[config.mk]
export PLATFORM = sky130hd
export DESIGN_NAME = alu_pipe
export DESIGN_NICKNAME = d
export VERILOG_FILES = /design/src/rtl/alu_pipe.sv
export SDC_FILE = /design/constraint.sdc
export NUM_CORES = 1
export LEC_CHECK = 0
export ABC_AREA = 1
export CORE_MARGIN = 3
export CORE_UTILIZATION = 50
export DETAILED_ROUTE_END_ITERATION = 7
export PLACE_DENSITY = 0.8
export SETUP_SLACK_MARGIN = 0.02
export SLEW_MARGIN = 20
export SYNTH_ARGS = -nofsm -noshare
export SYNTH_HDL_FRONTEND = slang
export SYNTH_SLANG_ARGS = --single-unit
export TNS_END_PERCENT = 10
[constraint.sdc]
create_clock -name clk -period 5.9 [get_ports clk]
set_clock_uncertainty 0.05 [all_clocks]
set_input_delay 0.885 -clock clk [delete_from_list [all_inputs] [get_ports clk]]
set_output_delay 0.885 -clock clk [all_outputs]
set_load 0.01 [all_outputs]
[src/rtl/alu_pipe.sv]
// alu_pipe: two-stage valid/ready ALU pipeline.
//   S1 registers the request (operands, opcode, accumulator select).
//   S2 registers the result and flags; the consumer drains S2 with out_ready.
// Optional accumulator: define ALU_PIPE_ACC_EN to build it in. Without that
// macro usa_acc is ignored and acc reads constant zero.
// Ports:
//   clk, reset           clock, asynchronous active-high reset
//   in_valid / in_ready  request handshake (in_ready is combinational)
//   variable1, variable2 operands A and B
//   comando              opcode
//   usa_acc              use the accumulator as operand A
//   out_valid / out_ready result handshake
//   respuesta            result
//   carry, zero, negative, overflow  result flags
//   acc                  accumulator value
module alu_pipe #(
   parameter int WIDTH = 8
) (
   input  logic             clk,
   input  logic             reset,
   input  logic             in_valid,
   output logic             in_ready,
   input  logic [WIDTH-1:0] variable1,
   input  logic [WIDTH-1:0] variable2,
   input  logic [2:0]       comando,
   input  logic             usa_acc,
   output logic             out_valid,
   input  logic             out_ready,
   output logic [WIDTH-1:0] respuesta,
   output logic             carry,
   output logic             zero,
   output logic             negative,
   output logic             overflow,
   output logic [WIDTH-1:0] acc
);

   localparam logic [2:0] OP_AND  = 3'b000;
   localparam logic [2:0] OP_OR   = 3'b001;
   localparam logic [2:0] OP_ADD  = 3'b010;
   localparam logic [2:0] OP_XOR  = 3'b011;
   localparam logic [2:0] OP_ANDN = 3'b100;
   localparam logic [2:0] OP_ORN  = 3'b101;
   localparam logic [2:0] OP_SUB  = 3'b110;
   localparam logic [2:0] OP_SLT  = 3'b111;

   // S1 operand stage
   logic             s1_valid_q, s1_valid_d;
   logic [WIDTH-1:0] s1_a_q, s1_a_d;
   logic [WIDTH-1:0] s1_b_q, s1_b_d;
   logic [2:0]       s1_op_q, s1_op_d;

   // S2 result stage
   logic             out_valid_q, out_valid_d;
   logic [WIDTH-1:0] res_q, res_d;
   logic             carry_q, carry_d;
   logic             zero_q, zero_d;
   logic             neg_q, neg_d;
   logic             ovf_q, ovf_d;

   logic             accept;
   logic             s2_load;
   logic [WIDTH-1:0] op_a;
   logic [WIDTH:0]   sum;
   logic [WIDTH:0]   diff;
   logic [WIDTH-1:0] alu_res;
   logic             alu_c;
   logic             alu_v;

   assign s2_load  = s1_valid_q && (!out_valid_q || out_ready);
   assign in_ready = !s1_valid_q || s2_load;
   assign accept   = in_valid && in_ready;

`ifdef ALU_PIPE_ACC_EN
   logic             s1_use_acc_q, s1_use_acc_d;
   logic [WIDTH-1:0] acc_q, acc_d;

   // acc already holds the previous op's result when the next op reaches S2
   assign op_a = s1_use_acc_q ? acc_q : s1_a_q;
   assign acc  = acc_q;

   always_comb begin
      s1_use_acc_d = s1_use_acc_q;
      acc_d        = acc_q;
      if (accept)  s1_use_acc_d = usa_acc;
      if (s2_load) acc_d        = alu_res;
   end

   always_ff @(posedge clk or posedge reset) begin
      if (reset) begin
         s1_use_acc_q <= 1'b0;
         acc_q        <= '0;
      end else begin
         s1_use_acc_q <= s1_use_acc_d;
         acc_q        <= acc_d;
      end
   end
`else
   logic unused_usa_acc;

   assign unused_usa_acc = usa_acc;
   assign op_a           = s1_a_q;
   assign acc            = '0;
`endif

   // ALU on S1 contents; borrow is the top bit of the extended difference
   always_comb begin
      sum     = {1'b0, op_a} + {1'b0, s1_b_q};
      diff    = {1'b0, op_a} - {1'b0, s1_b_q};
      alu_res = '0;
      alu_c   = 1'b0;
      alu_v   = 1'b0;
      case (s1_op_q)
         OP_AND:  alu_res = op_a & s1_b_q;
         OP_OR:   alu_res = op_a | s1_b_q;
         OP_ADD: begin
            alu_res = sum[WIDTH-1:0];
            alu_c   = sum[WIDTH];
            alu_v   = (op_a[WIDTH-1] == s1_b_q[WIDTH-1]) &&
                      (sum[WIDTH-1] != op_a[WIDTH-1]);
         end
         OP_XOR:  alu_res = op_a ^ s1_b_q;
         OP_ANDN: alu_res = op_a & ~s1_b_q;
         OP_ORN:  alu_res = op_a | ~s1_b_q;
         OP_SUB: begin
            alu_res = diff[WIDTH-1:0];
            alu_c   = diff[WIDTH];
            alu_v   = (op_a[WIDTH-1] != s1_b_q[WIDTH-1]) &&
                      (diff[WIDTH-1] != op_a[WIDTH-1]);
         end
         OP_SLT:  alu_res = WIDTH'(diff[WIDTH]);
         default: alu_res = '0;
      endcase
   end

   // Next state for both stages; a full, stalled pipe holds everything
   always_comb begin
      s1_valid_d  = s1_valid_q;
      s1_a_d      = s1_a_q;
      s1_b_d      = s1_b_q;
      s1_op_d     = s1_op_q;
      out_valid_d = out_valid_q;
      res_d       = res_q;
      carry_d     = carry_q;
      zero_d      = zero_q;
      neg_d       = neg_q;
      ovf_d       = ovf_q;

      if (accept) begin
         s1_valid_d = 1'b1;
         s1_a_d     = variable1;
         s1_b_d     = variable2;
         s1_op_d    = comando;
      end else if (s2_load) begin
         s1_valid_d = 1'b0;
      end

      if (s2_load) begin
         out_valid_d = 1'b1;
         res_d       = alu_res;
         carry_d     = alu_c;
         zero_d      = (alu_res == '0);
         neg_d       = alu_res[WIDTH-1];
         ovf_d       = alu_v;
      end else if (out_ready) begin
         out_valid_d = 1'b0;
      end
   end

   always_ff @(posedge clk or posedge reset) begin
      if (reset) begin
         s1_valid_q  <= 1'b0;
         s1_a_q      <= '0;
         s1_b_q      <= '0;
         s1_op_q     <= '0;
         out_valid_q <= 1'b0;
         res_q       <= '0;
         carry_q     <= 1'b0;
         zero_q      <= 1'b0;
         neg_q       <= 1'b0;
         ovf_q       <= 1'b0;
      end else begin
         s1_valid_q  <= s1_valid_d;
         s1_a_q      <= s1_a_d;
         s1_b_q      <= s1_b_d;
         s1_op_q     <= s1_op_d;
         out_valid_q <= out_valid_d;
         res_q       <= res_d;
         carry_q     <= carry_d;
         zero_q      <= zero_d;
         neg_q       <= neg_d;
         ovf_q       <= ovf_d;
      end
   end

   assign out_valid = out_valid_q;
   assign respuesta = res_q;
   assign carry     = carry_q;
   assign zero      = zero_q;
   assign negative  = neg_q;
   assign overflow  = ovf_q;

endmodule

==> summary.md <==
| Metric | Value |
|---|---|
| DR vias | `2437` |
| Pwr Density | `roughly 330 nW/µm²` |
| Post-route ant nets | `0` |
| Synth Area in Compound Gates | `0.0750` |
| Final setup violating endpoints | `0` |
| Total CTS buffers | `5` |
| PostCTS Resize Cnt | `0` |
| DRC viols | `0` |
| First-pass DRT Iterations | `5` |
| # IOs | `46` |
| Avg Cell Area, Syn | `approximately 6.9 µm²` |
| EDFF count, synth | `0` |
| Int Pwr | `roughly 600 µW` |
| Clock latency on the worst-skew pair | `~290 ps` |
| Synth top area share | `0.316` |
| Synth area leaders | `dfrtp_1 (32%), nand2_1 (16%), nand3_1 (8.1%)` |
| Share of layout cells above drive strength 1 | `0.0650` |
| Switching Share | `0.394` |
| Net count, final | `roughly 440` |
| Largest family of logic cells by synthesized area | `simple AND/OR/NAND/NOR gates` |
| Most common library cells after synthesis | `nand2_1 (111), nand3_1 (41), nor2_1 (40), inv_1 (34), dfrtp_1 (32)` |
| Area grow syn2layout | `18.4%` |
| GRT Total Usage | `0.220` |
| Grt ovf | `0` |
| Adder-Cell Fraction of Synth Area | `0.0947` |
| Largest net degree at the start of global routing | `34` |
| Initial core utilization | `0.527` |
| Post-Syn Instances | `between 300 and 400` |
| DR WL/cell | `~13 µm` |
| H-tree levels | `2` |
| Synth Register Bits | `32` |
| WP data arrival | `2060 ps` |
| HPWL Detailed | `around 4700 µm` |
| Crit-path max FO | `3` |
| Max Slew Vio Count | `0` |
| DRC marker count from the first detailed-route iteration | `~230` |
| Vias in the first global route | `around 2200` |
| Net Sw Power | `around 390 µW` |
| Combinational power share | `0.454` |
| Critical Path RT | `roughly 5000 ps` |
| Final Hold Viols | `0` |
| Unrepaired setup endpoints after global routing | `no` |
| Synth warnings | `0` |
| DR vias/cell | `around 5.2` |
| Slew HR | `0.326` |
| Root buf cell | `clkbuf_8` |
| Syn Std Cell Area | `~2500 µm²` |
| Global-route wire length before repair | `~11000 µm` |
| Yosys cell types | `27` |
| Seq/Total Area, Yosys | `0.316` |
| Core area | `approximately 4800 µm²` |
| Final GP Congestion | `0.967` |
| Worst-path clk slew | `~70 ps` |
| Worst hold path depth | `2` |
| Total power | `~1000 µW` |
| Fin cells | `roughly 470` |
| Row cnt | `25` |
| Max Clock Freq | `between 0.3 and 0.4 GHz` |
| Chip width | `77.2 µm` |
| Startpoint types | `primary input` |
| Leakage power | `between 1.5 and 2 nW` |
| # Max-Cap Violations | `0` |
| Clk network pwr share | `0.229` |
| Peak supply drop | `219 µV` |
| Share of power burned in registers | `0.317` |
| Fraction of registers with async set/reset | `1.00` |
| XOR/XNOR Fraction of Synth Area | `0.0104` |
| Worst R2R Path Depth | `15` |
| DRT Wirelength | `roughly 6000 µm` |
| Slew @ Worst Pin | `approximately 1000 ps` |
| Status | `finished, final reports clean` |
| CTS tree | `built` |
| Post-synthesis mux area share | `0.0266` |
| Tmin final | `approximately 3000 ps` |
| Post-CTS Hold Fix Bufs | `0` |
| Die area | `5970 µm²` |
| Clock sinks | `32` |
| Die height | `77.2 µm` |
| Period utilisation layout | `0.508` |
| Synth area leader | `dfrtp_1` |
| Count leader, synth | `nand2_1` |
| Hold Path Class | `reg -> reg` |
| Main flop type after synthesis | `dfrtp_1` |
| IO Port Bufs | `36` |
| Ant diodes | `0` |
| Setup Buffers After CTS | `0` |
| Placed Cells | `between 400 and 500` |
| Crit path kind | `in -> out` |
| Setup TNS | `0 ps` |
| Initial antenna violation count | `0` |
| Critical path endpoint category | `output pin` |
| Simple-Gate Fraction of Synth Area | `0.366` |
| Clk buf depth | `2` |
## final cells by class
type / instances / area (µm²)
clock inverter: 1 / 30.0
sequential: 32 / 801
clock buffer: 7 / 96.3
tap: 67 / 83.8
timing repair buffer: 37 / 368
inverter: 38 / 143
multi-input combinational: 285 / 1480
fill: 460 / 1810
## stage by stage
stage / hold WS, ps / instance area (µm²) / setup slack (ps) / util
floorplan: 397 / 2560 / 3880 / -
global placement: 411 / 2880 / 2910 / 0.597
detailed placement: 414 / 2880 / 2900 / 0.597
CTS: 433 / 3000 / 2890 / 0.624
global route: 479 / 3000 / 2840 / 0.624
finish: 431 / 3000 / 2900 / 0.624
## worst paths after layout
check                                   from            to  slack, ps
worst max-delay path               out_ready      in_ready       2900
worst min-delay path            respuesta[5]  respuesta[5]        430
worst max register to register       op_a[0]          zero       3680
worst min register to register  respuesta[5]  respuesta[5]        430
max in group asynchronous              reset       op_a[2]       4570
min in group asynchronous              reset  respuesta[3]        930
## power by group through the flow
stage,Clock [mW],Combinational (mW),Sequential [mW]
6_report,0.229,0.454,0.316
5_1_grt,0.246,0.517,0.325
4_1_cts,0.234,0.451,0.316
3_5_place_dp,0,0.448,0.320
3_3_place_gp,0,0.443,0.316
2_1_floorplan,0,0.308,0.318
## flip-flops by register name, indices dropped and copies added, names as in the netlist
signal	cells
zero	1
s1_valid_q	1
op_a	8
overflow	1
carry	1
out_valid	1
respuesta	8
s1_b_q	8
s1_op_q	3
## cell families (layout without fill, tap and decap cells)
| logic type | count (synthesis) | count (layout) |
|---|---|---|
| buffers and inverters | 60 | 83 |
| AOI/OAI and AO/OA | 36 | 36 |
| DFF | 32 | 32 |
| xor gates and xnor gates | 3 | 3 |
| muxes | 6 | 6 |
| other | 1 | 8 |
| adders and majority gates | 18 | 18 |
| and+or+nand+nor | 214 | 214 |
## placed cells by master (no fill, tap or decap), drive strengths merged, types with 2 or more instances in the layout
cell and n:
a21oi 26, clkbuf 7, clkdlybuf4s50 36, conb 8, dfrtp 32, fa 2, ha 16, inv 38
mux2 6, nand2 113, nand3 43, nand3b 3, nand4 11, nor2 43, o21a 3, o21ai 6
xor2 3
## critical path, cell delays in order
cell	delay (ps)
clkdlybuf4s50_1	450
inv_1	60
nand3_1	110
clkdlybuf4s50_1	560
## routing by layer
layer,global-route usage,vias up,routed length (µm)
met3,0.0434,9,460
met1,0.313,1101,2760
met4,0.0658,0,79
met5,0,-,0
li1,-,1228,-
met2,0.336,99,2770
(Power assumes the default switching activity.)
